[src/rtl/dmem_arb_pkg.sv]
// dmem_arb_pkg: shared state encodings and grant constants for the data-memory arbiter
package dmem_arb_pkg;
    typedef enum logic [1:0] {
        IDLE    = 2'd0,
        CPU_RD  = 2'd1,
        HOST_RD = 2'd2
    } state_t;
    localparam logic GNT_CPU  = 1'b0;
    localparam logic GNT_HOST = 1'b1;
endpackage

[src/rtl/dmem_arbiter_if.sv]
// dmem_arbiter_if: CPU data port, host/loader port and RAM port bundled for the arbiter
interface dmem_arbiter_if #(
    parameter int ADDR_W = 11,
    parameter int DATA_W = 32
);
    logic              cpu_rena;
    logic              cpu_wena;
    logic [31:0]       cpu_addr;
    logic [DATA_W-1:0] cpu_wdata;
    logic [DATA_W-1:0] cpu_rdata;
    logic              cpu_stall;
    logic              host_req;
    logic              host_we;
    logic              host_lock;
    logic [ADDR_W-1:0] host_addr;
    logic [DATA_W-1:0] host_wdata;
    logic              host_gnt;
    logic              host_rvalid;
    logic [DATA_W-1:0] host_rdata;
    logic              mem_en;
    logic              mem_we;
    logic [ADDR_W-1:0] mem_addr;
    logic [DATA_W-1:0] mem_wdata;
    logic [DATA_W-1:0] mem_rdata;
    modport master (
        output cpu_rena, cpu_wena, cpu_addr, cpu_wdata, host_req, host_we, host_lock,
               host_addr, host_wdata, mem_rdata,
        input  cpu_rdata, cpu_stall, host_gnt, host_rvalid, host_rdata,
               mem_en, mem_we, mem_addr, mem_wdata
    );
    modport slave (
        input  cpu_rena, cpu_wena, cpu_addr, cpu_wdata, host_req, host_we, host_lock,
               host_addr, host_wdata, mem_rdata,
        output cpu_rdata, cpu_stall, host_gnt, host_rvalid, host_rdata,
               mem_en, mem_we, mem_addr, mem_wdata
    );
endinterface

[src/rtl/rr_arb2.sv]
// rr_arb2: combinational two-way round-robin picker; host lock overrides fairness
module rr_arb2
    import dmem_arb_pkg::*;
(
    input  logic req_cpu_i,
    input  logic req_host_i,
    input  logic lock_i,
    input  logic last_i,
    output logic valid_o,
    output logic gnt_o
);
    // locked host wins outright; a tie goes to whoever was not served last
    always_comb begin
        valid_o = req_cpu_i | req_host_i;
        gnt_o   = (lock_i && req_host_i)     ? GNT_HOST :
                  (req_cpu_i && req_host_i)  ? ~last_i  :
                  req_host_i                 ? GNT_HOST : GNT_CPU;
    end
endmodule

[src/rtl/dmem_arbiter.sv]
// dmem_arbiter: shares the single-port data RAM between the CPU data port and the host port
module dmem_arbiter
    import dmem_arb_pkg::*;
#(
    parameter int ADDR_W = 11,
    parameter int DATA_W = 32
) (
    input  logic          clk,
    input  logic          reset,
    dmem_arbiter_if.slave bus
);
    state_t state_q, state_d;
    logic   last_q, last_d;
    logic   cpu_req, arb_valid, arb_gnt, idle, cpu_g, host_g;

    assign cpu_req = bus.cpu_rena | bus.cpu_wena;
    assign idle    = state_q == IDLE;
    assign cpu_g   = reset && idle && arb_valid && arb_gnt == GNT_CPU;
    assign host_g  = reset && idle && arb_valid && arb_gnt == GNT_HOST;

    rr_arb2 u_arb (
        .req_cpu_i  (cpu_req),
        .req_host_i (bus.host_req),
        .lock_i     (bus.host_lock),
        .last_i     (last_q),
        .valid_o    (arb_valid),
        .gnt_o      (arb_gnt)
    );

    // state and fairness history; reset leaves HOST as last so the CPU wins the first tie
    always_ff @(posedge clk) begin
        if (!reset) begin
            state_q <= IDLE;
            last_q  <= GNT_HOST;
        end else begin
            state_q <= state_d;
            last_q  <= last_d;
        end
    end

    // reads park one cycle in a read state while the RAM returns data; writes stay in IDLE
    always_comb begin
        state_d = IDLE;
        last_d  = (cpu_g || host_g) ? arb_gnt : last_q;
        if (cpu_g && !bus.cpu_wena)
            state_d = CPU_RD;
        else if (host_g && !bus.host_we)
            state_d = HOST_RD;
    end

    // RAM muxing and requester responses, all held at zero while reset is asserted
    always_comb begin
        bus.mem_en      = 1'b0;
        bus.mem_we      = 1'b0;
        bus.mem_addr    = '0;
        bus.mem_wdata   = '0;
        bus.cpu_rdata   = '0;
        bus.cpu_stall   = 1'b0;
        bus.host_gnt    = 1'b0;
        bus.host_rvalid = 1'b0;
        bus.host_rdata  = '0;
        if (reset) begin
            bus.mem_en      = cpu_g | host_g;
            bus.mem_we      = cpu_g ? bus.cpu_wena : host_g & bus.host_we;
            bus.mem_addr    = cpu_g ? bus.cpu_addr[ADDR_W+1:2] : host_g ? bus.host_addr : '0;
            bus.mem_wdata   = cpu_g ? bus.cpu_wdata : host_g ? bus.host_wdata : '0;
            bus.cpu_rdata   = state_q == CPU_RD ? bus.mem_rdata : '0;
            bus.cpu_stall   = cpu_req && state_q != CPU_RD && !(cpu_g && bus.cpu_wena);
            bus.host_gnt    = host_g;
            bus.host_rvalid = state_q == HOST_RD;
            bus.host_rdata  = state_q == HOST_RD ? bus.mem_rdata : '0;
        end
    end
endmodule
[src/flat_wrapper.sv]
// flat-port wrapper written by rule: the top's interface ports become plain ports
module dmem_arbiter_flat import dmem_arb_pkg::*;
#(
    parameter int ADDR_W = 11,
    parameter int DATA_W = 32
)
  (clk, reset, bus_cpu_rena, bus_cpu_wena, bus_cpu_addr, bus_cpu_wdata, bus_host_req, bus_host_we, bus_host_lock, bus_host_addr, bus_host_wdata, bus_mem_rdata, bus_cpu_rdata, bus_cpu_stall, bus_host_gnt, bus_host_rvalid, bus_host_rdata, bus_mem_en, bus_mem_we, bus_mem_addr, bus_mem_wdata);
  dmem_arbiter_if #(.ADDR_W(ADDR_W), .DATA_W(DATA_W)) bus_i ();
  input  logic clk;
  input  logic reset;
  input wire logic [$bits(bus_i.cpu_rena)-1:0] bus_cpu_rena;
  input wire logic [$bits(bus_i.cpu_wena)-1:0] bus_cpu_wena;
  input wire logic [$bits(bus_i.cpu_addr)-1:0] bus_cpu_addr;
  input wire logic [$bits(bus_i.cpu_wdata)-1:0] bus_cpu_wdata;
  input wire logic [$bits(bus_i.host_req)-1:0] bus_host_req;
  input wire logic [$bits(bus_i.host_we)-1:0] bus_host_we;
  input wire logic [$bits(bus_i.host_lock)-1:0] bus_host_lock;
  input wire logic [$bits(bus_i.host_addr)-1:0] bus_host_addr;
  input wire logic [$bits(bus_i.host_wdata)-1:0] bus_host_wdata;
  input wire logic [$bits(bus_i.mem_rdata)-1:0] bus_mem_rdata;
  output wire logic [$bits(bus_i.cpu_rdata)-1:0] bus_cpu_rdata;
  output wire logic [$bits(bus_i.cpu_stall)-1:0] bus_cpu_stall;
  output wire logic [$bits(bus_i.host_gnt)-1:0] bus_host_gnt;
  output wire logic [$bits(bus_i.host_rvalid)-1:0] bus_host_rvalid;
  output wire logic [$bits(bus_i.host_rdata)-1:0] bus_host_rdata;
  output wire logic [$bits(bus_i.mem_en)-1:0] bus_mem_en;
  output wire logic [$bits(bus_i.mem_we)-1:0] bus_mem_we;
  output wire logic [$bits(bus_i.mem_addr)-1:0] bus_mem_addr;
  output wire logic [$bits(bus_i.mem_wdata)-1:0] bus_mem_wdata;
  assign bus_i.cpu_rena = bus_cpu_rena;
  assign bus_i.cpu_wena = bus_cpu_wena;
  assign bus_i.cpu_addr = bus_cpu_addr;
  assign bus_i.cpu_wdata = bus_cpu_wdata;
  assign bus_i.host_req = bus_host_req;
  assign bus_i.host_we = bus_host_we;
  assign bus_i.host_lock = bus_host_lock;
  assign bus_i.host_addr = bus_host_addr;
  assign bus_i.host_wdata = bus_host_wdata;
  assign bus_i.mem_rdata = bus_mem_rdata;
  assign bus_cpu_rdata = bus_i.cpu_rdata;
  assign bus_cpu_stall = bus_i.cpu_stall;
  assign bus_host_gnt = bus_i.host_gnt;
  assign bus_host_rvalid = bus_i.host_rvalid;
  assign bus_host_rdata = bus_i.host_rdata;
  assign bus_mem_en = bus_i.mem_en;
  assign bus_mem_we = bus_i.mem_we;
  assign bus_mem_addr = bus_i.mem_addr;
  assign bus_mem_wdata = bus_i.mem_wdata;
  dmem_arbiter #(.ADDR_W(ADDR_W), .DATA_W(DATA_W)) u_core (.clk(clk), .reset(reset), .bus(bus_i));
endmodule
[config.mk]
export PLATFORM = sky130hd
export DESIGN_NAME = dmem_arbiter_flat
export DESIGN_NICKNAME = d
export VERILOG_FILES = /design/src/rtl/dmem_arb_pkg.sv /design/src/rtl/dmem_arbiter_if.sv /design/src/rtl/rr_arb2.sv /design/src/rtl/dmem_arbiter.sv /design/src/flat_wrapper.sv
export SDC_FILE = /design/constraint.sdc
export NUM_CORES = 1
export LEC_CHECK = 0
export ABC_AREA = 1
export CAP_MARGIN = 5
export CORE_AREA = 2 2 99 101
export CTS_CLUSTER_SIZE = 12
export DETAILED_ROUTE_END_ITERATION = 7
export DIE_AREA = 0 0 101 103
export DONT_BUFFER_PORTS = 1
export PLACE_DENSITY = 0.3
export RECOVER_POWER = 100
export SLEW_MARGIN = 20
export SYNTH_ARGS = -nofsm -noshare
export SYNTH_HDL_FRONTEND = slang
export SYNTH_SLANG_ARGS = --single-unit
[constraint.sdc]
create_clock -name clk -period 1.4 [get_ports clk]
set_input_delay 0.21 -clock clk [delete_from_list [all_inputs] [get_ports clk]]
set_output_delay 0.21 -clock clk [all_outputs]
set_load 0.02 [all_outputs]
==> metrics <==
outcome finished, violations left; failing checks negative setup slack; worst slew margin relative to its limit between 80% and 90%; Ys Warns 0; WP data arrival about 1.4 ns; Vias per Instance 4.44; drt wl/cell 15.3 um; Worst Skew 0.00421 ns; Post-Place Cell Area 0.00198 mm2; # diodes 0; die area 0.0104 mm2; worst hold path class in -> reg; PortBufs 0; aggregate global routing overflow 0; Synth Cell Area 0.00133 mm2; Reg-to-Reg Start u_core.state_q[1]$_SDFF_PP0_; htree depth 1; DP HPWL 4250 um; Worst-path clk slew around 0.030 ns; Layout fillers 978; Hold Vio Cnt, Final 0; Yosys cell types 18; GR Layer Usage met3 about 1.9%; DRT Wirelength about 7200 um; drc violations 0; total power approximately 1.4 mW; Worst VDD drop 279 uV; Syn Area/Cell between 4 and 5 um2; #FFs+latches synth 3; RSZ-0062 raised after global routing true; synth-to-layout area growth 140%; Crit Path Category reg -> out; first-pass GRT wire length 8140 um; Worst Min Path Start bus_host_we; num rows 36; number of max-cap violations 0; P per Cell Area 455 mW/mm2; register area share after synthesis under 10%; Inserted Clock Buffers 3; Crit. Startpoint u_core.last_q$_SDFFE_PN1P_; 1st-iter DRT viols 53; Finished Layout Cells 471; leakage power 1.54 nW; drt pass-1 iters 4; WHS 0.0465 ns; gpl congestion 0.722; Worst Tran Pin Value 0.253 ns; Starting Density approximately 14%; Finished Cell Area 0.00319 mm2; cells after synthesis between 200 and 300; Die H 103 um; gr usage total 10.0%; worst setup margin -0.226 ns; CTS tree done; Hold Buf Count CTS 0; pre-CTS setup slack -0.0228 ns; Root Buffer clkbuf_8; core region area 0.00946 mm2; syn_nets about 420; Worst setup EP type primary output; WP data required about 1.2 ns; Detail Route Antenna Nets 0; clk sink count 3; initial antenna violation count 0; met1 Usage GRT about a tenth; Worst setup SP type register; met2 Use GR about 22%; Die X 101 um; placed cell count 452; vias in the first global route 1,741; fraction of layout cells with a size suffix above 1 between 60% and 70%; layer with the highest usage met2; pin count of the biggest net entering global routing 34; Nets 504; worst-path maximum fanout 20; IO Pins 258; clk buf depth 2; fmax 615 MHz; final setup fails ~110; fin crit share 116%; worst skew pair latency 0.22 ns; Slew Viols, Final 0; DR vias 2,089; Final Critical Period 1.63 ns
-- path summary, 6_finish.rpt --
path	endpoint	slack [ns]	depth (start not counted)
worst max-delay path	bus_cpu_stall	-0.23	8
worst min-delay path	u_core.state_q[1]$_SDFF_PP0_	0.05	1
worst max register to register	u_core.state_q[0]$_SDFF_PN0_	0.14	8
worst min register to register	u_core.last_q$_SDFFE_PN1P_	0.48	2
-- critical path: stages (launching register included) --
cell and delay [ns]:
dfxtp_2 0.32, inv_2 0.03, nor2_2 0.10, nand2_2 0.09, nand2_4 0.12, buf_12 0.25, nand3_4 0.12, nand2_2 0.07
inv_2 0.06
-- state kept, by name, summed over array words and instances (netlist names) --
signal          flops
u_core.last_q       1
u_core.state_q      2
-- through the flow --
stage / utilization (%) / setup TNS (ns)
2_1_floorplan: - / 0
3_5_place_dp: 20.9 / -0.0228
3_3_place_gp: 20.9 / -0.0137
4_1_cts: 25.7 / -11.22
5_1_grt: 33.7 / -19.75
6_report: 33.7 / -11.22
-- per-layer routing --
metal  wire length [um]  share of wire (%)
met3                596                8.3
met2               4050                 56
met1               2420                 34
met4                110                1.5
met5                  0                  0
-- Yosys cell counts --
cell	n	area share (%)
buf_6	3	2.5
dfxtp_1	3	4.5
inv_6	1	0.66
clkbuf_1	6	1.7
nand3_1	45	17
inv_2	1	0.28
o21ai_0	1	0.38
clkinv_2	1	0.38
nor2_2	1	0.47
inv_1	38	11
buf_4	3	1.7
nor2_8	1	1.5
nand2_2	22	10
nand2_1	74	21
buf_2	4	1.5
nor2_1	70	20
buf_12	2	3.0
nand3_4	2	2.6
-- where the power goes --
| group | internal, mW | switching, mW | total [mW] |
|---|---|---|---|
| Combinational | 0.434 | 0.658 | 1.09 |
| Sequential | 0.0925 | 0.00322 | 0.0957 |
| Clock | 0.195 | 0.0664 | 0.261 |
-- cell families (layout without fill, tap and decap cells) --
family | Yosys count | in the layout | synth area share [%]
simple gates | 215 | 215 | 72.6
buf+inv | 59 | 138 | 22.5
compound gates | 1 | 1 | 0.376
flops | 3 | 3 | 4.52
-- cell usage in the layout, fill, tap and decap left out --
master and n:
buf_12 7, buf_16 5, buf_4 60, buf_6 11, buf_8 5, clkbuf_1 1, clkbuf_16 5, clkbuf_8 3
clkinv_2 1, clkinv_8 1, dfxtp_1 1, dfxtp_2 2, inv_1 34, inv_2 5, nand2_1 21, nand2_2 37
nand2_4 38, nand3_1 7, nand3_2 12, nand3_4 28, nor2_1 56, nor2_2 14, nor2_4 1, nor2_8 1
o21ai_0 1
-- layout make-up --
type	count	area [um2]	share of cell area, %
multi-input cells	216	1720	53.9
repair buffers	93	1050	33.0
inverters	41	168	5.26
well taps	114	143	4.47
flip-flops and latches	3	62.6	1.96
clock buffers	4	45.0	1.41
-- repair_timing --
action                     4_1_cts  5_1_grt
resized for setup               79      127
cloned                           5        6
setup buffers                    4        0
pin swaps                       25       40
setup endpoints to repair      112      112
Note: power is estimated with default switching activity, not from simulation.
